===== src/rtl/mul8_arbiter.sv =====
// Two-requester round-robin arbiter feeding one shared signed 8x8 multiplier through a two-stage pipeline.
// Optional per-requester saturating grant counters are enabled by defining MUL8_ARB_STATS_EN.

module SignedMultiplier8x8 (
    input  logic signed [7:0]  a,
    input  logic signed [7:0]  b,
    output logic signed [15:0] p
);
    assign p = a * b;
endmodule

module mul8_arbiter #(
    parameter int unsigned RR_RESET_PTR = 0
) (
    input  logic        clk,
    input  logic        rst_n,
    input  logic        in0_valid,
    output logic        in0_ready,
    input  logic [7:0]  in0_a,
    input  logic [7:0]  in0_b,
    input  logic        in1_valid,
    output logic        in1_ready,
    input  logic [7:0]  in1_a,
    input  logic [7:0]  in1_b,
    output logic        out_valid,
    input  logic        out_ready,
    output logic [15:0] out_prod,
    output logic        out_id
`ifdef MUL8_ARB_STATS_EN
    ,
    output logic [15:0] grant_cnt0,
    output logic [15:0] grant_cnt1
`endif
);

    logic              s1_valid;
    logic [7:0]        s1_a;
    logic [7:0]        s1_b;
    logic              s1_id;
    logic              last_ptr;
    logic              s2_load;
    logic              s1_accept;
    logic              grant0;
    logic              grant1;
    logic signed [15:0] mul_p;

    SignedMultiplier8x8 u_mul (
        .a (s1_a),
        .b (s1_b),
        .p (mul_p)
    );

    assign s2_load   = !out_valid || out_ready;
    assign s1_accept = !s1_valid || s2_load;

    // Grants are masked by reset so no request is acknowledged while the pipeline is being flushed.
    always_comb begin
        grant0 = 1'b0;
        grant1 = 1'b0;
        if (rst_n && s1_accept) begin
            if (in0_valid && in1_valid) begin
                grant0 = last_ptr;
                grant1 = !last_ptr;
            end else begin
                grant0 = in0_valid;
                grant1 = in1_valid;
            end
        end
    end

    assign in0_ready = grant0;
    assign in1_ready = grant1;

    always_ff @(posedge clk) begin
        if (!rst_n) begin
            s1_valid  <= 1'b0;
            s1_a      <= '0;
            s1_b      <= '0;
            s1_id     <= 1'b0;
            out_valid <= 1'b0;
            out_prod  <= '0;
            out_id    <= 1'b0;
            last_ptr  <= 1'(RR_RESET_PTR);
        end else begin
            if (s2_load) begin
                out_valid <= s1_valid;
                if (s1_valid) begin
                    out_prod <= mul_p;
                    out_id   <= s1_id;
                end
            end
            if (s1_accept) begin
                s1_valid <= grant0 || grant1;
                if (grant0 || grant1) begin
                    s1_a     <= grant1 ? in1_a : in0_a;
                    s1_b     <= grant1 ? in1_b : in0_b;
                    s1_id    <= grant1;
                    last_ptr <= grant1;
                end
            end
        end
    end

`ifdef MUL8_ARB_STATS_EN
    always_ff @(posedge clk) begin
        if (!rst_n) begin
            grant_cnt0 <= '0;
            grant_cnt1 <= '0;
        end else begin
            if (grant0 && grant_cnt0 != '1) grant_cnt0 <= grant_cnt0 + 16'd1;
            if (grant1 && grant_cnt1 != '1) grant_cnt1 <= grant_cnt1 + 16'd1;
        end
    end
`endif

endmodule


===== config.mk =====
export PLATFORM = sky130hd
export DESIGN_NAME = mul8_arbiter
export DESIGN_NICKNAME = d
export VERILOG_FILES = /design/src/rtl/mul8_arbiter.sv
export SDC_FILE = /design/constraint.sdc
export NUM_CORES = 1
export LEC_CHECK = 0
export CAP_MARGIN = 30
export CORE_MARGIN = 2
export CORE_UTILIZATION = 30
export DETAILED_ROUTE_END_ITERATION = 8
export PLACE_DENSITY = 0.55
export SYNTH_ARGS = -nofsm -noshare
export SYNTH_HDL_FRONTEND = slang
export SYNTH_SLANG_ARGS = --single-unit

===== constraint.sdc =====
create_clock -name clk -period 3.9 [get_ports clk]
set_input_delay 0.39 -clock clk [delete_from_list [all_inputs] [get_ports clk]]
set_output_delay 0.39 -clock clk [all_outputs]
set_load 0.02 [all_outputs]

==> impl_metrics.tcl <==
set metrics [dict create \
    status "finished with violations" \
    violated_checks "setup timing" \
    remaining_drc_errors 0 \
    grt_start_max_net_pins 33 \
    number_of_global_route_vias_before_repair 3703 \
    layout_worst_path_cycle_share_pct 105 \
    gp_routability_congestion 0.812 \
    crit_path_start_kind "register" \
    viasPerCell 4.58 \
    mappedNetlistArea_um2 4000 \
    fillerInstances 1281 \
    htreeDepth 2 \
    vdd.ir_drop.worst_mv 0.148 \
    combPwrFrac_pct 48.0 \
    multiInputGateArea_um2 3160 \
    yosys.cell_types.count 42 \
    initial_core_util_pct 30.5 \
    worst_hold_slack_ns 0.453 \
    power_leakage_nw 2.51 \
    timing.slew.headroom_pct 53.5 \
    grt_usage_pct 14.5 \
    final_net_count 675 \
    switch_share_pct 35.1 \
    maxSlewViolCount 0 \
    cts_made_buffers 5 \
    busiest_layer "met2" \
    count_of_input_and_output_buffers 56 \
    power.switching_mw 0.556 \
    gr_layer_usage_met1_pct 17.1 \
    floorplan.rows 42 \
    ff_latch_area_um2 767 \
    num_vias 3347 \
    drtAntennaViolNets 0 \
    maxCapViolCount 0 \
    detailed_placement_wirelength_estimate_um 7550 \
    clock_sink_count 36 \
    synth_seq_cells 36 \
    critical_path_fanout_max 5 \
    layout_setup_ws_ns -0.192 \
    worst_skew_pair.late_latency_ns 0.28 \
    synth-seq-area-share_pct 18.0 \
    place_ws_ns -0.325 \
    synth.area.top_cells "fa_1 28%, dfxtp_1 18%, ha_1 9.1%" \
    gr-usage-met3_pct 1.95 \
    seq_power_share_pct 28.1 \
    ioPinCount 57 \
    fin_skew_ns 0.00794 \
    timing.hold.worst.class "reg2reg" \
    fraction_of_layout_cells_with_a_size_suffix_above_1_pct 25.3 \
    grt_overflow 0 \
    timing.final.crit_period_ns 4.09 \
    cts-root-buf "clkbuf_16" \
    synth_warn 0 \
    syn_area_per_cell_um2 8.84 \
    setup_repair_after_global_routing_missed_its_margin "yes" \
    syn_nets 574 \
    grt_pass1_wl_um 17000 \
    groute.layer.met2.usage_pct 27.0 \
    insertedDiodeCount 0 \
    number_of_synthesized_flops_with_an_enable_pin 0 \
    design.die.area_um2 14300 \
    fp.dieH_um 120 \
    die_width_um 120 \
    first_iter_violations 84 \
    clock_power_share_pct 24.0 \
    drt_first_pass_iters 4 \
    clock_slew_at_reported_path_ffs_ns 0.06 \
    ys_async_sr_fraction_pct 0 \
    timing.final.setup_violations 7 \
    route.final.wire_length_um 9590 \
    postLayoutCoreUtil_pct 42.7 \
    worstMarginPinSlew_ns 0.698 \
    synth_area_leader_cell "fa_1" \
    worst_ep_arrival_time_ns 4.32 \
    slack_of_the_worst_reg_to_reg_path_ns -0.19 \
    cts-root-to-sink-buffers 2 \
    worstSetupPathType "reg2reg" \
    avgRoutedWirePerCell_um 13.1 \
    synth_top_area_share_pct 27.5 \
    powerDensity_nw_per_um2 282 \
    critical_path.endpoint_type "register" \
    standard_cell_core_area_um2 13100 \
    grt_antenna_before_repair 0 \
    achievable-frequency_mhz 244 \
    hold_viol 0 \
    syn_inst 453 \
    internal_power_summed_over_all_cells_mw 1.03 \
    cts_tree "done" \
    worstPathRequired_ns 4.13 \
    postSynth.topFlopCell "dfxtp_1" \
    area_growth_syn_to_fin_pct 40.2 \
]
## state kept, by name, summed over array words and instances, names as in the netlist
register   count
out_id         1
s1_a           8
last_ptr       1
out_valid      1
s1_b           8
s1_valid       1
out_prod      16
## placed cells by master (no fill, tap or decap), types with 18 or more instances in the layout
master	n
buf_4	46
inv_1	72
dfxtp_1	21
nor2_1	30
a211oi_1	18
fa_1	52
clkdlybuf4s50_1	56
nand2_1	26
and2_1	34
a21oi_1	18
## synth_stat cells (2+ instances only)
| cell type | instances |
|---|---|
| o21a_1 | 3 |
| a21oi_1 | 22 |
| nor2_1 | 32 |
| clkbuf_1 | 10 |
| a21o_1 | 3 |
| inv_1 | 86 |
| nor2b_1 | 10 |
| and2_1 | 42 |
| o21ai_0 | 8 |
| o211ai_1 | 3 |
| nand2b_1 | 3 |
| nand4b_1 | 2 |
| buf_2 | 4 |
| mux2i_1 | 16 |
| nand2_1 | 30 |
| ha_1 | 29 |
| fa_1 | 55 |
| nor3_1 | 3 |
| a211oi_1 | 19 |
| xnor2_1 | 9 |
| dfxtp_1 | 36 |
| a31oi_1 | 2 |
| nand4_1 | 2 |
| nand3_1 | 6 |
## per-stage QoR
step                power (mW)  instance area, µm²  TNS [ns]  std cells
floorplan                0.867                4080   -0.0400        453
global placement          1.11                5080     -1.89        713
detailed placement        1.12                5110     -2.31        714
CTS                       1.55                5480    -0.755        726
global route              1.71                5610     -2.33        730
finish                    1.58                5610    -0.914        730
## layer usage
layer / routed length, µm / vias to the layer above
met2: 5120 / 50
li1: - / 1631
met4: 221 / 0
met1: 3990 / 1650
met5: 0 / -
met3: 262 / 16
## final timing paths
check	startpoint	end	cells past startpoint
worst min register to register	out_prod[11]$_SDFFE_PN0P_	out_prod[11]$_SDFFE_PN0P_	2
worst max register to register	s1_b[4]$_SDFFE_PN0P_	out_prod[13]$_SDFFE_PN0P_	16
worst max-delay path	s1_b[4]$_SDFFE_PN0P_	out_prod[13]$_SDFFE_PN0P_	16
worst min-delay path	out_prod[11]$_SDFFE_PN0P_	out_prod[11]$_SDFFE_PN0P_	2
## worst max-delay path, stage by stage, from the launching register on
cell and delay [ns]:
dfxtp_4 0.36, and2_4 0.16, fa_1 0.54, inv_2 0.04
fa_1 0.51, inv_2 0.04, fa_1 0.53, inv_1 0.05
fa_1 0.49, inv_2 0.05, ha_4 0.28, a21o_1 0.16
a21oi_4 0.08, a31oi_1 0.17, nor2_1 0.08, or4_1 0.41
nand3_1 0.08
## area by class of cell
| cell class | instances | area share [%] |
|---|---|---|
| multi-input cells | 315 | 56.2 |
| repair buffers | 110 | 18.0 |
| flip-flops and latches | 36 | 13.7 |
| inverters | 86 | 5.75 |
| well taps | 176 | 3.92 |
| clock buffers | 6 | 2.30 |
| clock inverters | 1 | 0.0892 |
## what timing repair did
action                                  in CTS  in global routing
hold buffers                                 0                  0
endpoints found under the setup margin       8                  8
gates resized for setup                     60                 26
pin swaps                                   40                 27
buffers inserted                             5                  5
## power groups by stage
stage | Clock, mW | Combinational [mW] | Sequential (mW)
after global routing | 0.405 | 0.858 | 0.450
after detailed placement | 0 | 0.670 | 0.449
after floorplan | 0 | 0.410 | 0.457
final | 0.379 | 0.759 | 0.444
after CTS | 0.389 | 0.718 | 0.444
after global placement | 0 | 0.662 | 0.448
## cells by family (layout without fill, tap and decap cells)
| family | Yosys count | after routing | share of synthesized area [%] |
|---|---|---|---|
| AO/OA/AOI/OAI | 65 | 65 | 10.6 |
| buffers and inverters | 102 | 203 | 10.3 |
| flip-flops | 36 | 36 | 18.0 |
| multiplexers | 17 | 17 | 4.28 |
| XOR/XNOR | 10 | 10 | 2.19 |
| adder cells (fa/ha/maj) | 84 | 84 | 36.6 |
| AND/OR/NAND/NOR | 139 | 139 | 18.1 |
(Power assumes the default switching activity.)
